$ cat config.mk
export PLATFORM = sky130hd
export DESIGN_NAME = tlk2711_rx_deframer
export DESIGN_NICKNAME = d
export VERILOG_FILES = /design/src/rtl/tlk2711_rx_deframer.sv
export SDC_FILE = /design/constraint.sdc
export NUM_CORES = 1
export LEC_CHECK = 0
export CAP_MARGIN = 15
export CORE_MARGIN = 3
export CORE_UTILIZATION = 38
export CTS_CLUSTER_DIAMETER = 50
export DETAILED_ROUTE_END_ITERATION = 8
export PLACE_DENSITY_LB_ADDON = 0.1
export SYNTH_ARGS = -nofsm -noshare
export SYNTH_HDL_FRONTEND = slang
export SYNTH_SLANG_ARGS = --single-unit
$ cat constraint.sdc
create_clock -name rx_clk -period 2.59 [get_ports rx_clk]
set_input_delay 0.259 -clock rx_clk [delete_from_list [all_inputs] [get_ports rx_clk]]
set_output_delay 0.259 -clock rx_clk [all_outputs]
set_load 0.01 [all_outputs]
$ cat src/rtl/tlk2711_rx_deframer.sv
// tlk2711_rx_deframer: TLK2711 receive deframer with link sync, length-prefixed payload
// extraction, additive checksum check and saturating good/bad frame counters.
module tlk2711_rx_deframer #(
    parameter int MAX_LEN    = 1024,
    parameter int SYNC_IDLES = 16
) (
    input  logic        rx_clk,
    input  logic        arst_n,
    input  logic [15:0] i_rxd,
    input  logic        i_rkmsb,
    input  logic        i_rklsb,
    output logic        o_link_up,
    output logic [15:0] o_data,
    output logic        o_valid,
    output logic        o_sof,
    output logic        o_eof,
    output logic        o_frame_ok,
    output logic        o_frame_err,
    output logic [3:0]  o_err_code,
    output logic [15:0] o_frame_cnt,
    output logic [15:0] o_err_cnt
);
    localparam int LW = $clog2(MAX_LEN + 1);
    localparam int IW = $clog2(SYNC_IDLES + 1);

    typedef enum logic [2:0] {LINK_DOWN, WAIT_SOF, HDR, PAYLOAD, CSUM, EOF_CHK} state_t;

    state_t        state, state_n;
    logic [15:0]   rxd_q;
    logic [1:0]    k_q;
    logic [IW-1:0] idle_cnt, idle_n;
    logic [LW-1:0] len_cnt, len_n;
    logic [15:0]   acc, acc_n;
    logic [3:0]    err, err_n, bits;
    logic          first, first_n, fail, pass;
    logic          link_n, valid_n, sof_n, eof_n, ok_n, ferr_n;
    logic [15:0]   data_n, fcnt_n, ecnt_n;
    logic [3:0]    code_n;
    logic          is_idle, is_sof, is_eof, is_data, is_cerr, in_frame;

    function automatic logic [15:0] sat(input logic [15:0] c);
        return c + {15'd0, c != 16'hFFFF};
    endfunction

    assign is_idle  = k_q == 2'b01 && rxd_q == 16'hC5BC;
    assign is_sof   = k_q == 2'b11 && rxd_q == 16'hFBFB;
    assign is_eof   = k_q == 2'b11 && rxd_q == 16'hFDFD;
    assign is_data  = k_q == 2'b00;
    assign is_cerr  = !(is_idle || is_sof || is_eof || is_data);
    assign in_frame = state inside {HDR, PAYLOAD, CSUM, EOF_CHK};

    always_comb begin
        state_n = state;
        idle_n  = idle_cnt;
        len_n   = len_cnt;
        acc_n   = acc;
        err_n   = err;
        first_n = first;
        link_n  = o_link_up;
        valid_n = 1'b0;
        sof_n   = 1'b0;
        eof_n   = 1'b0;
        data_n  = '0;
        ok_n    = 1'b0;
        ferr_n  = 1'b0;
        code_n  = '0;
        fcnt_n  = o_frame_cnt;
        ecnt_n  = o_err_cnt;
        fail    = 1'b0;
        pass    = 1'b0;
        bits    = err;
        case (state)
            LINK_DOWN: begin
                link_n = 1'b0;
                idle_n = is_idle ? idle_cnt + 1'b1 : '0;
                if (is_idle && idle_cnt == IW'(SYNC_IDLES - 1)) begin
                    state_n = WAIT_SOF;
                    link_n  = 1'b1;
                    idle_n  = '0;
                end
            end
            WAIT_SOF: begin
                if (is_sof) begin
                    state_n = HDR;
                    err_n   = '0;
                end else if (is_cerr) begin
                    state_n = LINK_DOWN;
                    link_n  = 1'b0;
                    ecnt_n  = sat(o_err_cnt);
                end
            end
            HDR: begin
                if (is_data) begin
                    if (rxd_q == 16'd0 || int'(rxd_q) > MAX_LEN) begin
                        fail    = 1'b1;
                        bits    = 4'b0001;
                        state_n = WAIT_SOF;
                    end else begin
                        len_n   = LW'(rxd_q);
                        acc_n   = rxd_q;
                        first_n = 1'b1;
                        state_n = PAYLOAD;
                    end
                end
            end
            PAYLOAD: begin
                if (is_data) begin
                    valid_n = 1'b1;
                    data_n  = rxd_q;
                    sof_n   = first;
                    first_n = 1'b0;
                    acc_n   = acc + rxd_q;
                    len_n   = len_cnt - 1'b1;
                    if (len_cnt == LW'(1)) begin
                        eof_n   = 1'b1;
                        state_n = CSUM;
                    end
                end
            end
            CSUM: begin
                if (is_data) begin
                    err_n[2] = err[2] | (rxd_q != acc);
                    state_n  = EOF_CHK;
                end
            end
            EOF_CHK: begin
                if (is_eof) begin
                    pass    = err == 4'd0;
                    fail    = err != 4'd0;
                    state_n = WAIT_SOF;
                end else if (is_data) begin
                    fail    = 1'b1;
                    bits    = err | 4'b1000;
                    state_n = WAIT_SOF;
                end
            end
            default: state_n = LINK_DOWN;
        endcase
        // K-codes inside a frame abort it; a SOF immediately opens the next frame
        if (in_frame && !is_data && !(state == EOF_CHK && is_eof)) begin
            fail    = 1'b1;
            bits    = err | 4'b0010 | (state == EOF_CHK ? 4'b1000 : 4'b0000);
            err_n   = '0;
            link_n  = !is_cerr;
            state_n = is_sof ? HDR : is_cerr ? LINK_DOWN : WAIT_SOF;
        end
        if (fail) begin
            ferr_n = 1'b1;
            code_n = bits;
            ecnt_n = sat(o_err_cnt);
        end
        if (pass) begin
            ok_n   = 1'b1;
            fcnt_n = sat(o_frame_cnt);
        end
    end

    always_ff @(posedge rx_clk or negedge arst_n) begin
        if (!arst_n) begin
            rxd_q       <= '0;
            k_q         <= '0;
            state       <= LINK_DOWN;
            idle_cnt    <= '0;
            len_cnt     <= '0;
            acc         <= '0;
            err         <= '0;
            first       <= 1'b0;
            o_link_up   <= 1'b0;
            o_data      <= '0;
            o_valid     <= 1'b0;
            o_sof       <= 1'b0;
            o_eof       <= 1'b0;
            o_frame_ok  <= 1'b0;
            o_frame_err <= 1'b0;
            o_err_code  <= '0;
            o_frame_cnt <= '0;
            o_err_cnt   <= '0;
        end else begin
            rxd_q       <= i_rxd;
            k_q         <= {i_rkmsb, i_rklsb};
            state       <= state_n;
            idle_cnt    <= idle_n;
            len_cnt     <= len_n;
            acc         <= acc_n;
            err         <= err_n;
            first       <= first_n;
            o_link_up   <= link_n;
            o_data      <= data_n;
            o_valid     <= valid_n;
            o_sof       <= sof_n;
            o_eof       <= eof_n;
            o_frame_ok  <= ok_n;
            o_frame_err <= ferr_n;
            o_err_code  <= code_n;
            o_frame_cnt <= fcnt_n;
            o_err_cnt   <= ecnt_n;
        end
    end
endmodule

==> results.json <==
{
  "outcome": "complete, no violations",
  "power_frac_clock_pct": 54.1,
  "num-nets-final": 718,
  "synth_top_area_share_pct": 49.5,
  "clk_pin_slew_ns": 0.05,
  "rr_endpoint": "acc[15]$_DFFE_PN0P_",
  "crit_required_ns": 2.94,
  "tns_ns": 0,
  "dp_hpwl_um": 10700,
  "die_h_um": 129,
  "start_util_pct": 39.0,
  "syn_inst": 575,
  "final_cell_mix": "dfrtp_1 (113), clkdlybuf4s50_1 (76), o21ai_0 (51)",
  "grt_pass1_vias": 4576,
  "r2r-start": "rxd_q[9]$_DFF_PN0_",
  "overflow": 0,
  "wl_um": 14800,
  "cts_buffer_depth": 2,
  "clkLatencyLatePin_ns": 0.42,
  "synth_async_sr_flop_share_pct": 100,
  "finalHoldViolCount": 0,
  "cts_max_level": 4,
  "dieArea_um2": 16500,
  "layout_worst_path_cycle_share_pct": 95.1,
  "power-per-cell-area_nw_per_um2": 579,
  "cp-startpoint": "rxd_q[9]$_DFF_PN0_",
  "worst_pin_slew_ns": 0.731,
  "share_seq_of_total_power_pct": 42.0,
  "cp_max_fo": 7,
  "synth_nets": 620,
  "fill_cells": 1332,
  "diodes": 0,
  "grt_max_degree": 78,
  "cp-start-kind": "flip-flop",
  "grt_pass1_wl_um": 24200,
  "ys.flop_type": "dfrtp_1",
  "syn_area_um2": 5710,
  "fmaxAchievable_mhz": 406,
  "seq_area_frac_synth_pct": 49.5,
  "postCtsSetupRepairBufs": 0,
  "initialDrtViolationCount": 387,
  "drv_slew": 0,
  "swShare_pct": 21.6,
  "coreArea_um2": 14600,
  "gp_congestion": 0.911,
  "max-cap-violations": 0,
  "vias": 4644,
  "drt-pass1-iter-count": 5,
  "clock-sinks": 113,
  "final.setup_skew_ns": 0.0178,
  "crit_path_end_kind": "flip-flop",
  "drt-wirelength-per-cell_um": 17.1,
  "slowest_stage": "dfrtp_1",
  "clock-root-buffer": "clkbuf_16",
  "finalSetupViolCount": 0,
  "ys_types": 60,
  "power.switching_mw": 0.929,
  "final_core_util_pct": 50.7,
  "hold_path_depth": 1,
  "hp-start": "i_rkmsb",
  "cts_tree": "done",
  "drive_above_1_share_pct": 10.9,
  "ant_nets": 0,
  "syn_to_final_growth_pct": 30.0,
  "yosysTopAreaCell": "dfrtp_1",
  "arrival_ns": 2.81,
  "layout_commonest_cell": "dfrtp_1",
  "synth-seq-cells": 113,
  "hold_path.class": "primary input to flip-flop",
  "r2r_slack_ns": 0.13,
  "rsz0062_at_grt": "no",
  "synthTopCellsByArea": "dfrtp_1 (49%), ha_1 (5.3%), xnor2_1 (4.9%)",
  "critical_path_class": "flip-flop to flip-flop",
  "path_cells": "ha_1 > or2_2 > a2111oi_0 > a211o_1 > a31oi_1 > or3b_2 > o221ai_1 > a22o_1",
  "relSlewSlack_pct": 51.1,
  "antenna_found_initial": 0,
  "dp_slack_ns": 0.00311,
  "yosys_warnings": 0,
  "numCtsBuffers": 17,
  "p_leak_nw": 3.37,
  "synth_edf_count": 0,
  "intPower_mw": 3.37,
  "peakVddDrop_v": 0.000400,
  "die_w_um": 129,
  "cpPeakStageDelay_ns": 0.47,
  "fp-row-count": 44,
  "io_pins": 78,
  "finalCriticalPeriod_ns": 2.46,
  "drc": 0,
  "p_comb_share_pct": 3.9,
  "setup_slack_ns": 0.128,
  "syn_avg_cell_area_um2": 9.94,
  "reg2reg_depth": 8,
  "viasPerCell": 5.34,
  "min_to": "k_q[1]$_DFF_PN0_",
  "grt_usage_pct": 18.7,
  "io_buffers": 77
}
-- layout make-up --
| class | count | area, um^2 | area share (%) |
|---|---|---|---|
| sequential | 113 | 2830 | 38.1 |
| multi-input combinational | 422 | 2730 | 36.8 |
| timing repair buffer | 103 | 991 | 13.3 |
| clock buffer | 20 | 447 | 6.01 |
| tap | 184 | 230 | 3.10 |
| clock inverter | 11 | 139 | 1.87 |
| inverter | 16 | 60.1 | 0.809 |
-- how the worst max path moves through the flow --
| stage | to | slack (ns) | cells after the start |
|---|---|---|---|
| after floorplan | acc[15]$_DFFE_PN0P_ | 0.32 | 8 |
| after global placement | acc[15]$_DFFE_PN0P_ | 0.04 | 8 |
| after global routing | acc[1]$_DFFE_PN0P_ | 0.00004 | 7 |
| final | acc[15]$_DFFE_PN0P_ | 0.13 | 8 |
| after CTS | acc[13]$_DFFE_PN0P_ | 0.04 | 8 |
| after detailed placement | acc[13]$_DFFE_PN0P_ | 0.003 | 8 |
-- logic make-up (layout without fill, tap and decap cells) --
family | count (synthesis) | after routing | synth area share, %
buffers and inverters | 40 | 150 | 3.09
adder cells (fa/ha/maj) | 25 | 25 | 5.61
AO/OA/AOI/OAI | 135 | 135 | 14.8
flip-flops | 113 | 113 | 49.5
XOR/XNOR | 41 | 41 | 6.28
AND/OR/NAND/NOR | 216 | 216 | 19.8
multiplexers | 5 | 5 | 0.963
-- timing repair --
action                                  4_1_cts  5_1_grt
hold buffers                                  1        0
pin swaps                                     0        0
endpoints found under the hold margin        36        0
endpoints found under the setup margin        2        5
gates resized for setup                       1        7
-- through the flow --
step,instances,instance area [um^2],total power [mW],hold WS (ns)
2_1_floorplan,575,5710,1.89,-0.0366
3_3_place_gp,837,6810,2.00,0.252
3_5_place_dp,837,6810,2.00,0.255
4_1_cts,869,7410,4.36,0.271
5_1_grt,869,7430,4.45,0.268
6_report,869,7430,4.30,0.283
-- cell usage after synthesis (3+ instances only) --
master	n
ha_1	24
inv_1	16
o21a_1	3
and2_1	8
o211ai_1	3
nor3_1	9
a211oi_1	7
nor4_1	8
buf_6	3
nor2b_1	8
clkbuf_1	18
and4_1	4
nand4_1	14
xor2_1	9
and3_1	28
nand3_1	22
nand2b_1	3
or3_1	4
xnor2_1	32
or2_2	3
dfrtp_1	113
nor2_1	45
buf_2	3
a31oi_1	6
a21oi_1	30
o21ai_0	52
a21o_1	4
a22oi_1	7
mux2_2	4
nand2_1	48
a22o_1	4
-- layer usage --
layer	vias to the layer above	track usage, %	part of all wire (%)
met1	2213	26.3	49
met2	153	28.7	45
met5	-	0	0
met3	15	4.90	5.0
li1	2263	-	-
met4	0	5.13	0.99
-- power groups by stage --
| stage | combinational [mW] | sequential, mW | clock [mW] |
|---|---|---|---|
| 2_1_floorplan | 0.0595 | 1.83 | 0 |
| 3_3_place_gp | 0.167 | 1.83 | 0 |
| 3_5_place_dp | 0.167 | 1.84 | 0 |
| 4_1_cts | 0.170 | 1.80 | 2.38 |
| 5_1_grt | 0.187 | 1.81 | 2.46 |
| 6_report | 0.167 | 1.81 | 2.33 |
-- worst max-delay path: cells and delay by family, from the launching register on --
| family | cells | cell delay (ns) |
|---|---|---|
| fa+ha+maj | 1 | 0.31 |
| simple gates | 2 | 0.79 |
| flops | 1 | 0.47 |
| compound gates | 5 | 0.82 |
-- flip-flops by register name (all words and copies together) (netlist names), 2 cells and up --
name	cells
acc	16
idle_cnt	5
k_q	2
len_cnt	11
o_data	16
o_err_cnt	16
o_err_code	4
o_frame_cnt	16
rxd_q	16
state	3
(Power assumes the default switching activity.)
